[src/rtl/fetch_pkg.sv]
// Shared types and limits for the fetch sequencing controller.
// State encoding, default widths and flush-length bound.
package fetch_pkg;

    localparam int ADDR_W_DEF    = 16;
    localparam int REG_AW_DEF    = 5;
    localparam int FLUSH_CYC_MAX = 3;
    localparam int CNT_W         = 2;

    typedef enum logic [1:0] {
        RUN      = 2'd0,
        LU_STALL = 2'd1,
        FLUSH    = 2'd2,
        HALT     = 2'd3
    } fstate_e;

endpackage

[src/rtl/fetch_ctrl_hazard_detect.sv]
// Load-use hazard term between the ID instruction and a load in EX.
// Purely combinational; also shared with the forwarding unit.
module hazard_detect
    import fetch_pkg::*;
#(
    parameter int REG_AW = REG_AW_DEF
) (
    input  logic [REG_AW-1:0] id_rs_i,
    input  logic [REG_AW-1:0] id_rt_i,
    input  logic              id_uses_rt_i,
    input  logic [REG_AW-1:0] ex_rd_i,
    input  logic              ex_mem_read_i,
    output logic              lu_o
);

    logic rd_nz;
    logic rs_hit;
    logic rt_hit;

    // Register zero is never a real producer, so it cannot create a hazard.
    always_comb begin
        rd_nz  = (ex_rd_i != '0);
        rs_hit = (ex_rd_i == id_rs_i);
        rt_hit = id_uses_rt_i & (ex_rd_i == id_rt_i);
        lu_o   = ex_mem_read_i & rd_nz & (rs_hit | rt_hit);
    end

endmodule

[src/rtl/fetch_ctrl.sv]
// Fetch sequencing FSM: load-use stall, jump/branch redirect, halt.
// Optional FETCH_CTRL_PERF_EN adds saturating stall/redirect counters.
module fetch_ctrl
    import fetch_pkg::*;
#(
    parameter int ADDR_W    = ADDR_W_DEF,
    parameter int REG_AW    = REG_AW_DEF,
    parameter int FLUSH_CYC = 1
) (
    input  logic              clk,
    input  logic              reset,
    input  logic [REG_AW-1:0] id_rs,
    input  logic [REG_AW-1:0] id_rt,
    input  logic              id_uses_rt,
    input  logic [REG_AW-1:0] ex_rd,
    input  logic              ex_mem_read,
    input  logic              jmp_req,
    input  logic [ADDR_W-1:0] jmp_target,
    input  logic              br_taken,
    input  logic [ADDR_W-1:0] br_target,
    input  logic              halt_req,
    input  logic              resume,
`ifdef FETCH_CTRL_PERF_EN
    output logic [31:0]       perf_stall_cnt,
    output logic [31:0]       perf_redirect_cnt,
`endif
    output logic              stall,
    output logic              stall_pm,
    output logic              pc_mux_sel,
    output logic [ADDR_W-1:0] jmp_loc,
    output logic              flush_if_id,
    output logic              flush_id_ex,
    output logic              halted
);

    localparam int FC = (FLUSH_CYC > FLUSH_CYC_MAX) ? FLUSH_CYC_MAX : FLUSH_CYC;
    localparam logic [CNT_W-1:0] CNT_LOAD = CNT_W'(FC - 1);
    localparam logic [CNT_W-1:0] CNT_ONE  = CNT_W'(1);

    fstate_e           state_q, state_d;
    logic [CNT_W-1:0]  cnt_q, cnt_d;
    logic              stall_pm_q;
    logic [ADDR_W-1:0] jmp_loc_q;
    logic [ADDR_W-1:0] tgt;
    logic              lu;
    logic              redir;

    hazard_detect #(.REG_AW(REG_AW)) u_hz (
        .id_rs_i       (id_rs),
        .id_rt_i       (id_rt),
        .id_uses_rt_i  (id_uses_rt),
        .ex_rd_i       (ex_rd),
        .ex_mem_read_i (ex_mem_read),
        .lu_o          (lu)
    );

    // Next state and control outputs under br > jmp > halt > lu priority.
    always_comb begin
        state_d     = state_q;
        cnt_d       = cnt_q;
        stall       = 1'b0;
        pc_mux_sel  = 1'b0;
        flush_if_id = 1'b0;
        flush_id_ex = 1'b0;
        tgt         = jmp_loc_q;
        redir       = 1'b0;
        if (br_taken) begin
            redir       = 1'b1;
            tgt         = br_target;
            flush_id_ex = 1'b1;
        end else if (jmp_req && state_q != HALT) begin
            redir = 1'b1;
            tgt   = jmp_target;
        end
        if (redir) begin
            pc_mux_sel  = 1'b1;
            flush_if_id = 1'b1;
            cnt_d       = CNT_LOAD;
            state_d     = (FC > 1) ? FLUSH : RUN;
        end else begin
            unique case (state_q)
                RUN, LU_STALL: begin
                    if (halt_req) begin
                        stall       = 1'b1;
                        flush_id_ex = 1'b1;
                        state_d     = HALT;
                    end else if (lu) begin
                        stall       = 1'b1;
                        flush_id_ex = 1'b1;
                        state_d     = LU_STALL;
                    end else begin
                        state_d = RUN;
                    end
                end
                FLUSH: begin
                    flush_if_id = 1'b1;
                    if (cnt_q <= CNT_ONE) begin
                        cnt_d   = '0;
                        state_d = RUN;
                    end else begin
                        cnt_d = cnt_q - CNT_ONE;
                    end
                end
                HALT: begin
                    stall       = 1'b1;
                    flush_id_ex = 1'b1;
                    if (resume) state_d = RUN;
                end
                default: state_d = RUN;
            endcase
        end
        // Reset forces every control low even before the first edge.
        if (!reset) begin
            stall       = 1'b0;
            pc_mux_sel  = 1'b0;
            flush_if_id = 1'b0;
            flush_id_ex = 1'b0;
        end
        jmp_loc  = pc_mux_sel ? tgt : jmp_loc_q;
        stall_pm = stall_pm_q;
        halted   = (state_q == HALT);
    end

    // State, flush countdown, replay select and held redirect address.
    always_ff @(posedge clk or negedge reset) begin
        if (!reset) begin
            state_q    <= RUN;
            cnt_q      <= '0;
            stall_pm_q <= 1'b0;
            jmp_loc_q  <= '0;
        end else begin
            state_q    <= state_d;
            cnt_q      <= cnt_d;
            stall_pm_q <= stall;
            jmp_loc_q  <= jmp_loc;
        end
    end

`ifdef FETCH_CTRL_PERF_EN
    logic [31:0] perf_stall_q;
    logic [31:0] perf_redir_q;

    // Saturating event counters for stall and redirect cycles.
    always_ff @(posedge clk or negedge reset) begin
        if (!reset) begin
            perf_stall_q <= '0;
            perf_redir_q <= '0;
        end else begin
            if (stall && perf_stall_q != '1)
                perf_stall_q <= perf_stall_q + 32'd1;
            if (pc_mux_sel && perf_redir_q != '1)
                perf_redir_q <= perf_redir_q + 32'd1;
        end
    end

    assign perf_stall_cnt    = perf_stall_q;
    assign perf_redirect_cnt = perf_redir_q;
`endif

endmodule

[config.mk]
export PLATFORM = sky130hd
export DESIGN_NAME = fetch_ctrl
export DESIGN_NICKNAME = d
export VERILOG_FILES = /design/src/rtl/fetch_pkg.sv /design/src/rtl/fetch_ctrl_hazard_detect.sv /design/src/rtl/fetch_ctrl.sv
export SDC_FILE = /design/constraint.sdc
export NUM_CORES = 1
export LEC_CHECK = 0
export ABC_AREA = 1
export CAP_MARGIN = 20
export CELL_PAD_IN_SITES_DETAIL_PLACEMENT = 1
export CELL_PAD_IN_SITES_GLOBAL_PLACEMENT = 1
export CORE_ASPECT_RATIO = 1.2
export CORE_UTILIZATION = 29
export DETAILED_ROUTE_END_ITERATION = 8
export PLACE_DENSITY_LB_ADDON = 0.1
export SYNTH_ARGS = -nofsm -noshare
export SYNTH_HDL_FRONTEND = slang
export SYNTH_SLANG_ARGS = --single-unit
export TNS_END_PERCENT = 1
[constraint.sdc]
create_clock -name clk -period 2.7 [get_ports clk]
set_input_delay 0.54 -clock clk [delete_from_list [all_inputs] [get_ports clk]]
set_output_delay 0.54 -clock clk [all_outputs]
set_load 0.02 [all_outputs]
# ---- Word level (Yosys, flattened, before mapping)
# Index checks and enable logic that the tools add are counted.
dict set report totals {
  reg_bits 21
  out_inout_bits 22
}
dict set report classes {
  addsub 1
  n_lt_le_gt_ge 1
  eq_ne 8
  mux 30
  bitwise 4
  n_reduce_logical 6
}
# operator n
set op_table {}
lappend op_table {{$mux W16} 3}
lappend op_table {{$mux W1} 17}
lappend op_table {{$mux W2} 7}
lappend op_table {{$eq A5 B5 Y1} 2}
lappend op_table {{$pmux W2 S3} 1}
lappend op_table {{$reduce_bool A5 Y1} 1}
lappend op_table {{$eq A2 B2 Y1 const B} 2}
lappend op_table {{$pmux W1 S2} 2}
lappend op_table {{$and A1 B1 Y1} 3}
lappend op_table {{$ne A3 B2 Y1 const B} 1}
lappend op_table {{$ne A3 B3 Y1 const B} 1}
lappend op_table {{$eq A2 B1 Y1 const B} 1}
lappend op_table {{$le A2 B1 Y1 const B} 1}
lappend op_table {{$logic_not A2 Y1} 1}
lappend op_table {{$ne A2 B2 Y1 const B} 1}
lappend op_table {{$reduce_and A2 Y1} 1}
lappend op_table {{$reduce_bool A2 Y1} 1}
lappend op_table {{$reduce_or A2 Y1} 1}
lappend op_table {{$sub A2 B1 Y2 const B} 1}
lappend op_table {{$logic_and A1 B1 Y1} 1}
lappend op_table {{$or A1 B1 Y1} 1}

# ---- Logic depth before layout (Yosys ltp)
# Gate-level depths: netlist of the first run.
dict set report depth {
  ltp_word 9
  ltp_mapped 10
  ltp_nobuf 10
}

# ---- Cells and area by module
# From an unflattened synthesis of the first run, not the netlist that was laid out.
dict set report hier_totals {
  cells_unflattened 240
  hier_area_um2 1448.9
}
# mod n_inst cells_each area_each_um2
set modules_own_cells {}
lappend modules_own_cells {fetch_ctrl 1 188 1242.4}
lappend modules_own_cells {hazard_detect 1 52 206.4}

# ---- Worst setup path after synthesis of the first run
# OpenSTA, ideal clock, no wires.
dict set report synth_path {
  kind {input -> output}
  from {in br_taken}
  to {out jmp_loc[0]}
  t_arrival_ns 1.635
  setup_slack_ns 0.525
  stages 4
  cell_sequence {buf_6 > inv_4 > nor2_1 > o41ai_1}
}
dict set report synth_via {
  elab_chain_len 4
  elab_cells_between_ends 5
  cone_classes {mux (5)}
}
# item line_no
set synth_lines {}
lappend synth_lines {{start, declared} fetch_ctrl.sv:19} ;# input logic br_taken,
lappend synth_lines {{$mux W1} fetch_ctrl.sv:67} ;# if (br_taken) begin
lappend synth_lines {{$mux W1} fetch_ctrl.sv:75} ;# if (redir) begin
lappend synth_lines {{$mux W1} fetch_ctrl.sv:113} ;# if (!reset) begin
lappend synth_lines {{$mux W16 (*)} fetch_ctrl.sv:119} ;# jmp_loc = pc_mux_sel ? tgt : jmp_loc_q;
lappend synth_lines {{end, declared} fetch_ctrl.sv:30} ;# output logic [ADDR_W-1:0] jmp_loc,
# Every way passes the cells marked *; elsewhere a longest branch is shown, timed or not.

# ---- Worst setup path in the final report of the first run
dict set report layout_path {
  from {in reset}
  to {out jmp_loc[15]}
}
dict set report layout_via {
  elab_chain_len 2
}
# item line_no
set layout_lines {}
lappend layout_lines {{start, declared} fetch_ctrl.sv:11} ;# input logic reset,
lappend layout_lines {{$mux W1} fetch_ctrl.sv:113}
lappend layout_lines {{$mux W16} fetch_ctrl.sv:119}
# No other way between the ends.

==> results by group, run 1 <==
Run status
  • Status: complete, no violations

Logic synthesis
  • Proportion of synthesized chip area in sequential cells: a little over a third
  • Mux share of post-synthesis cell area: 0%
  • Fraction of the mapped netlist area in adder cells: 0%
  • Top cells by area in the synthesized netlist: sky130_fd_sc_hd__dfrtp_1, sky130_fd_sc_hd__o41ai_2, sky130_fd_sc_hd__nor2_1
  • Synthesized Nets: roughly 230
  • Parity-gate share of the synthesized area counting xor and xnor cells: less than 1%
  • Register bit total from synthesis: 21
  • Dominant cell type by area after synthesis: sky130_fd_sc_hd__dfrtp_1
  • Area of the mapped netlist: between 0.001 and 0.0015 sq mm
  • Post-Syn Area per Cell: approximately 8.3 sq um
  • Number of unique standard cell types used by synthesis: 24
  • Share of the synthesized area in the top cell type: between 30% and 40%
  • Number of instances in the synthesized netlist: roughly 180
  • Combinational family with the most area after synthesis: compound AO/OA/AOI/OAI gates
  • Area fraction in compound gates after synthesis: a little over a quarter
  • Synthesized-area fraction occupied by and/or/nand/nor cells: approximately a quarter
  • Count of warnings emitted by yosys: 0

STA
  • Slew Limit Fails: 0
  • Slew of the pin with the lowest slew margin: between 0.4 and 0.5 ns
  • Slack of the critical path: slightly below 0.00005 ns
  • Achievable frequency: about 370 MHz
  • Final clock skew: roughly 0.00073 ns
  • Post-layout min period: roughly 2.7 ns
  • Slew headroom: between 70% and 80%
  • Final-report setup violation count: 0
  • Sum of negative setup slack: 0 ns
  • Hold Vio Cnt, Final: 0
  • Fraction of the cycle the final worst path needs: roughly 100%
  • Unrepaired setup endpoints after global routing: true
  • Hold Slack: 0.4805 ns

Route
  • DRC errors left: 0
  • Overall via count from detail_route: about 1600
  • Post-DR vias/cell: around 4.7
  • Count of TritonRoute iterations in the first routing pass: 2
  • Number of nets with antenna violations after detailed routing: 0
  • Routed len/inst: between 10 and 15 um
  • Number of DRC markers in iteration 0: 21
  • Total wire length: approximately 4300 um

Pwr
  • Power per unit of standard cell area: just under 400 mW/mm^2
  • Share of power burned in registers: between 30 and 40%
  • Combinational group share of total power: approximately 42%
  • Cell leakage power: 0.001243 uW
  • Design internal power: ~670 uW
  • Clk pwr share: a little over a fifth
  • Switch Pwr: 309.0 uW
  • Switch share: between 30% and 40%
  • Worst-case vdd ir drop: between 0.0001 and 0.00015 V

Placed design
  • HPWL after detailed placement: about 3400 um
  • Worst slack at placement: -0.3349 ns
  • Placer's final routability congestion estimate: approximately 0.7
  • Input/output buffers: 76

Worst setup path
  • CP required: 2.16 ns
  • CP Launch Type: input port
  • Critical setup path kind: in2out
  • Peak fanout along the critical path: 6
  • Critical path arrival: 2.16 ns
  • Critical Path End Type: output pin

Clock tree
  • Number of CTS-inserted buffers: 3
  • Master cell of the clock root buffer: sky130_fd_sc_hd__clkbuf_8
  • Clock-pin slew of the registers on the worst-case setup and hold paths: 0.08 ns
  • Sink Count: 21
  • Number of buffers between clock root and the deepest sink: 2
  • CTS tree: yes
  • Htree depth: 1
  • Post-cts hold buffer count: 0
  • Clock latency reported for the late side of the worst-skew pair: between 0.2 and 0.3 ns

Floorplanning
  • Effective utilization at floorplan: a little under a third
  • Number of placement rows: 27
  • Core Area: between 0.004 and 0.005 sq mm
  • Vert. Die Dim: a little under 80 um
  • Horizontal die dimension: about 67 um
  • Number of I/O pins: 77
  • Area of the die: around 0.0053 sq mm

Global routing
  • GRT busiest layer: met2
  • Initial antenna violation count: 0
  • Via count of the first global-routing pass: ~1600
  • Fraction of met1 tracks used by global routing: ~18%
  • Met3 Use GR: approximately 3.4%
  • Global-route wire length before repair: roughly 7000 um
  • Global route total overflow: 0
  • GR Util All Layers: 16.94%
  • Pin count of the biggest net entering global routing: 24
  • Fraction of met2 tracks used by global routing: 32.83%

Worst hold path
  • Worst hold path class: reg2reg

Final layout
  • Fraction of layout cells with a size suffix above 1: a little under a third
  • Fillcell total: about 580
  • Net total in the final layout: roughly 340
  • Syn-to-layout area delta: 74.94%
  • Final design utilization: between 50% and 60%
  • Ant. Diodes: 0

Job
  • Reported max-cap violation count: 0
-- final cells by class --
| class | count | area, sq um | share of cell area, % |
|---|---|---|---|
| multi-input cells | 124 | 809.5 | 31.86 |
| clock buffers | 4 | 45.04 | 1.773 |
| well taps | 58 | 72.57 | 2.856 |
| flip-flops and latches | 21 | 525.5 | 20.68 |
| repair buffers | 108 | 1001 | 39.39 |
| inverters | 22 | 87.58 | 3.447 |
-- cells in the final DEF (no fill, tap or decap), types with 2 or more instances in the layout --
cell type / Yosys / layout
sky130_fd_sc_hd__clkdlybuf4s50_1: 0 / 55
sky130_fd_sc_hd__nor2_1: 42 / 42
sky130_fd_sc_hd__nand2_1: 31 / 31
sky130_fd_sc_hd__buf_4: 0 / 28
sky130_fd_sc_hd__dfrtp_1: 21 / 21
sky130_fd_sc_hd__inv_1: 17 / 17
sky130_fd_sc_hd__o21ai_2: 12 / 12
sky130_fd_sc_hd__o41ai_2: 12 / 11
sky130_fd_sc_hd__clkbuf_2: 0 / 10
sky130_fd_sc_hd__o21ai_0: 5 / 4
sky130_fd_sc_hd__nand3_1: 4 / 4
sky130_fd_sc_hd__dlygate4sd2_1: 0 / 4
sky130_fd_sc_hd__buf_12: 0 / 4
sky130_fd_sc_hd__nand2_2: 3 / 3
sky130_fd_sc_hd__inv_2: 3 / 3
sky130_fd_sc_hd__o41ai_4: 0 / 3
sky130_fd_sc_hd__clkbuf_8: 0 / 3
sky130_fd_sc_hd__clkdlybuf4s15_2: 0 / 3
sky130_fd_sc_hd__nand2_4: 2 / 2
sky130_fd_sc_hd__inv_4: 2 / 2
sky130_fd_sc_hd__o41ai_1: 4 / 2
sky130_fd_sc_hd__a31oi_1: 2 / 2
sky130_fd_sc_hd__dlymetal6s2s_1: 0 / 2
-- sequential cells by signal, indices dropped and copies added, names as in the netlist --
signal and count:
stall_pm 1, state_q 2, jmp_loc_q 16, cnt_q 2
-- routing by layer --
layer / vias to the layer above / part of all wire (%) / routed length (um)
met4: 0 / 0 / 0
met1: 736 / 38 / 1607
met2: 52 / 56 / 2370
li1: 788 / - / -
met5: - / 0 / 0
met3: 0 / 6.5 / 277
-- metrics by stage --
step                      instance area, sq um  total power, uW  std cells
after global placement                    2497            792.1        333
final                                     2541            980.9        337
after floorplan                           1453            557.3        176
after CTS                                 2540            990.6        337
after global routing                      2541             1041        337
after detailed placement                  2497            799.4        333
-- cells by family (layout without fill, tap and decap cells) --
logic type / count (synthesis) / in the layout
DFF: 21 / 21
and+or+nand+nor: 86 / 86
AOI/OAI and AO/OA: 37 / 37
buffers and inverters: 31 / 134
xor gates and xnor gates: 1 / 1
-- what timing repair did --
| action | 4_1_cts | 5_1_grt |
|---|---|---|
| pin swaps | 0 | 0 |
| setup endpoints to repair | 20 | 19 |
| resized for setup | 36 | 38 |
| setup buffers | 0 | 0 |
-- critical path: stages --
cell	delay, ns
sky130_fd_sc_hd__clkdlybuf4s50_1	0.51
sky130_fd_sc_hd__inv_2	0.09
sky130_fd_sc_hd__buf_4	0.16
sky130_fd_sc_hd__buf_4	0.14
sky130_fd_sc_hd__o21ai_1	0.16
sky130_fd_sc_hd__o41ai_2	0.10
sky130_fd_sc_hd__buf_4	0.14
sky130_fd_sc_hd__dlygate4sd2_1	0.31
-- Yosys cell counts (all sizes together) --
| master | instances |
|---|---|
| nand4 | 1 |
| dfrtp | 21 |
| nor3 | 1 |
| nand2 | 36 |
| nor2 | 42 |
| nand3 | 5 |
| inv | 22 |
| buf | 8 |
| o41ai | 16 |
| xnor2 | 1 |
| a21oi | 1 |
| clkbuf | 1 |
| o21ai | 17 |
| a31oi | 2 |
| or2 | 1 |
| a211oi | 1 |
-- worst paths after layout --
check                      slack, ns       endpoint  depth (start not counted)         start
min in group asynchronous       0.67   jmp_loc_q[5]                          2         reset
max                          0.00005    jmp_loc[15]                          8         reset
min reg2reg                     0.48   jmp_loc_q[8]                          2  jmp_loc_q[8]
min                             0.48   jmp_loc_q[8]                          2  jmp_loc_q[8]
max in group asynchronous       1.84  jmp_loc_q[10]                          2         reset
max reg2reg                     1.24   jmp_loc_q[9]                          8    state_q[0]
-- power groups by stage --
stage               clock network (uW)  registers, uW  logic, uW
global placement                     0            366        426
detailed placement                   0            368        431
floorplan                            0            366        191
finish                             205            362        413
global route                       226            366        449
CTS                                216            362        412
Power figures use the tool's default switching activity.
==> inputs of run 2 (changes only) <==
Settings changed: SETUP_SLACK_MARGIN set to 0.5.
==> run 2 against run 1 <==
Die area unchanged. Sequential share of layout area is 1.7 points lower. Sequential power increased by 1%. Global-route usage grew 2.7 points. Utilization grew 4.8 points. Register-to-register slack got worse by 0.07 ns. Clock-buffer cell count unchanged. Critical endpoint is now jmp_loc[1]. Largest cell class unchanged. Highest routed layer unchanged.
==> results by group, run 2 (synthesis gave the netlist of run 1 again) <==
Worst setup path
  • CP required: approximately 2.2 ns
  • Register-to-register path setup slack: 1.17 ns
  • Cell chain of the critical path: clkdlybuf4s50_1 -> nor2_1 -> o41ai_2 -> clkdlybuf4s15_2
  • Critical path destination: jmp_loc[1]
  • FF-to-FF End: jmp_loc_q[9]
  • Delay of the slowest critical-path stage: between 0.4 and 0.5 ns
  • Critical path arrival: roughly 1.7 ns
  • Critical Path End Type: output pin
  • Source of the worst register-to-register timing path: state_q[0]
  • Critical setup path kind: in2out
  • CP Launch Type: input port
  • Peak fanout along the critical path: 2
  • Crit path from: jmp_target[1]
  • Critical path's slowest cell: sky130_fd_sc_hd__clkdlybuf4s50_1
  • Worst r2r path cells: 8

Global routing
  • GR Util All Layers: about a fifth
  • Global route total overflow: 0
  • Via count of the first global-routing pass: 1767
  • Global-route wire length before repair: about 8000 um
  • Pin count of the biggest net entering global routing: 24
  • Initial antenna violation count: 0

Pwr
  • Power per unit of standard cell area: ~380 mW/mm^2
  • Worst-case vdd ir drop: approximately 0.00016 V
  • Cell leakage power: around 0.0013 uW

Job
  • Reported max-cap violation count: 0

Final layout
  • Most common cell after layout, fill and taps aside: sky130_fd_sc_hd__buf_4
  • Net total in the final layout: 342
  • Ant. Diodes: 0
  • Number of flip-flops in the largest register: 16
  • Largest Register: jmp_loc_q
  • Syn-to-layout area delta: 90.61%
  • Leading registers by flop count: jmp_loc_q (16), cnt_q (2), state_q (2)
  • Most frequent cells in the layout: sky130_fd_sc_hd__buf_4, sky130_fd_sc_hd__nor2_1, sky130_fd_sc_hd__clkdlybuf4s50_1, sky130_fd_sc_hd__nand2_1, sky130_fd_sc_hd__dfrtp_1
  • Fraction of layout cells with a size suffix above 1: slightly above 40%

Route
  • DRC errors left: 0
  • Routed len/inst: 13.75 um
  • Number of nets with antenna violations after detailed routing: 0
  • Overall via count from detail_route: approximately 1600
  • Count of TritonRoute iterations in the first routing pass: 3
  • Post-DR vias/cell: ~4.8
  • Total wire length: 4729 um
  • Number of DRC markers in iteration 0: 23

Run status
  • Status: complete, no violations

STA
  • Slew of the pin with the lowest slew margin: roughly 0.31 ns
  • Slack of the critical path: 0.4347 ns
  • Unrepaired setup endpoints after global routing: true
  • Fraction of the cycle the final worst path needs: 83.90%
  • Post-layout min period: around 2.3 ns
  • Hold Slack: ~0.34 ns
  • Slew headroom: 78.97%
  • Hold Vio Cnt, Final: 0
  • Slew Limit Fails: 0
  • Achievable frequency: 441.4 MHz
  • Final-report setup violation count: 0
  • Final clock skew: about 0.0048 ns

Clock tree
  • Number of CTS-inserted buffers: 3
  • Htree depth: 1
  • Master cell of the clock root buffer: sky130_fd_sc_hd__clkbuf_8
  • Sink Count: 21
  • CTS tree: yes
  • Number of buffers between clock root and the deepest sink: 2
  • Post-cts hold buffer count: 0
  • Clock-pin slew of the registers on the worst-case setup and hold paths: ~0.070 ns
  • Clock latency reported for the late side of the worst-skew pair: roughly 0.26 ns

Floorplanning
  • Core Area: 0.004696 sq mm
  • Number of I/O pins: just under 80
  • Area of the die: 0.005297 sq mm
  • Vert. Die Dim: about 80 um
  • Number of placement rows: 27
  • Horizontal die dimension: between 60 and 70 um
  • Effective utilization at floorplan: between 30% and 40%

Placed design
  • HPWL after detailed placement: between 3000 and 4000 um
  • Input/output buffers: 76
  • Worst slack at placement: -0.3349 ns
  • Placer's final routability congestion estimate: 0.7047

Worst hold path
  • Worst hold path class: in2async
==> run 2: cell types whose count changed in the layout (fill, tap and decap cells not counted), sizes merged <==
cell / delta
clkbuf: -7
dlygate4sd2: +9
clkdlybuf4s50: -18
dlymetal6s2s: -2
bufbuf: +1
buf: +22
clkdlybuf4s15: +2
==> run 2: cell type report <==
class                      count  area (sq um)
fill                         571          1927
sequential                    21         525.5
multi-input combinational    124         993.5
inverter                      22         92.59
clock buffer                   4         45.04
timing repair buffer         115          1040
tap                           58         72.57
==> run 2: critical path: cells and delay by family <==
kind | cells | cell delay, ns
buffers and inverters | 2 | 0.77
and+or+nand+nor | 1 | 0.04
AOI/OAI and AO/OA | 1 | 0.37
==> run 2: timing repair <==
item | in CTS | in global routing
setup buffers | 6 | 0
pin swaps | 15 | 11
gates cloned | 1 | 0
resized for setup | 149 | 18
setup endpoints to repair | 20 | 20
==> run 2: how the worst min path moves through the flow <==
stage | from | end | slack, ns | cells after the start
floorplan | reset | cnt_q[0] | 0.24 | 0
global placement | jmp_loc_q[11] | jmp_loc_q[11] | 0.46 | 2
detailed placement | jmp_loc_q[8] | jmp_loc_q[8] | 0.47 | 2
CTS | reset | jmp_loc_q[5] | 0.34 | 2
global route | reset | state_q[0] | 0.36 | 2
finish | reset | jmp_loc_q[5] | 0.34 | 2
==> run 2: where the power goes <==
| part | total, uW | switching [uW] | internal [uW] |
|---|---|---|---|
| registers | 366 | 18.0 | 348 |
| logic | 478 | 227 | 252 |
| clock network | 207 | 102 | 105 |
==> run 2: routing by layer <==
layer	track usage, %	part of all wire (%)
met1	20.23	37
met2	39.60	57
met3	3.000	5.3
met4	4.468	0
met5	0	0
==> run 2: per-stage QoR <==
| step | std cells | utilization [%] | total power (uW) | setup TNS [ns] | cell area (sq um) |
|---|---|---|---|---|---|
| CTS | 344 | 58.73 | 1054 | 0 | 2758 |
| global route | 344 | 58.97 | 1106 | 0 | 2769 |
| detailed placement | 333 | 53.18 | 799.4 | -5.171 | 2497 |
| finish | 344 | 58.97 | 1052 | 0 | 2769 |
| floorplan | 176 | - | 557.3 | 0 | 1453 |
| global placement | 333 | 53.18 | 792.1 | -4.863 | 2497 |
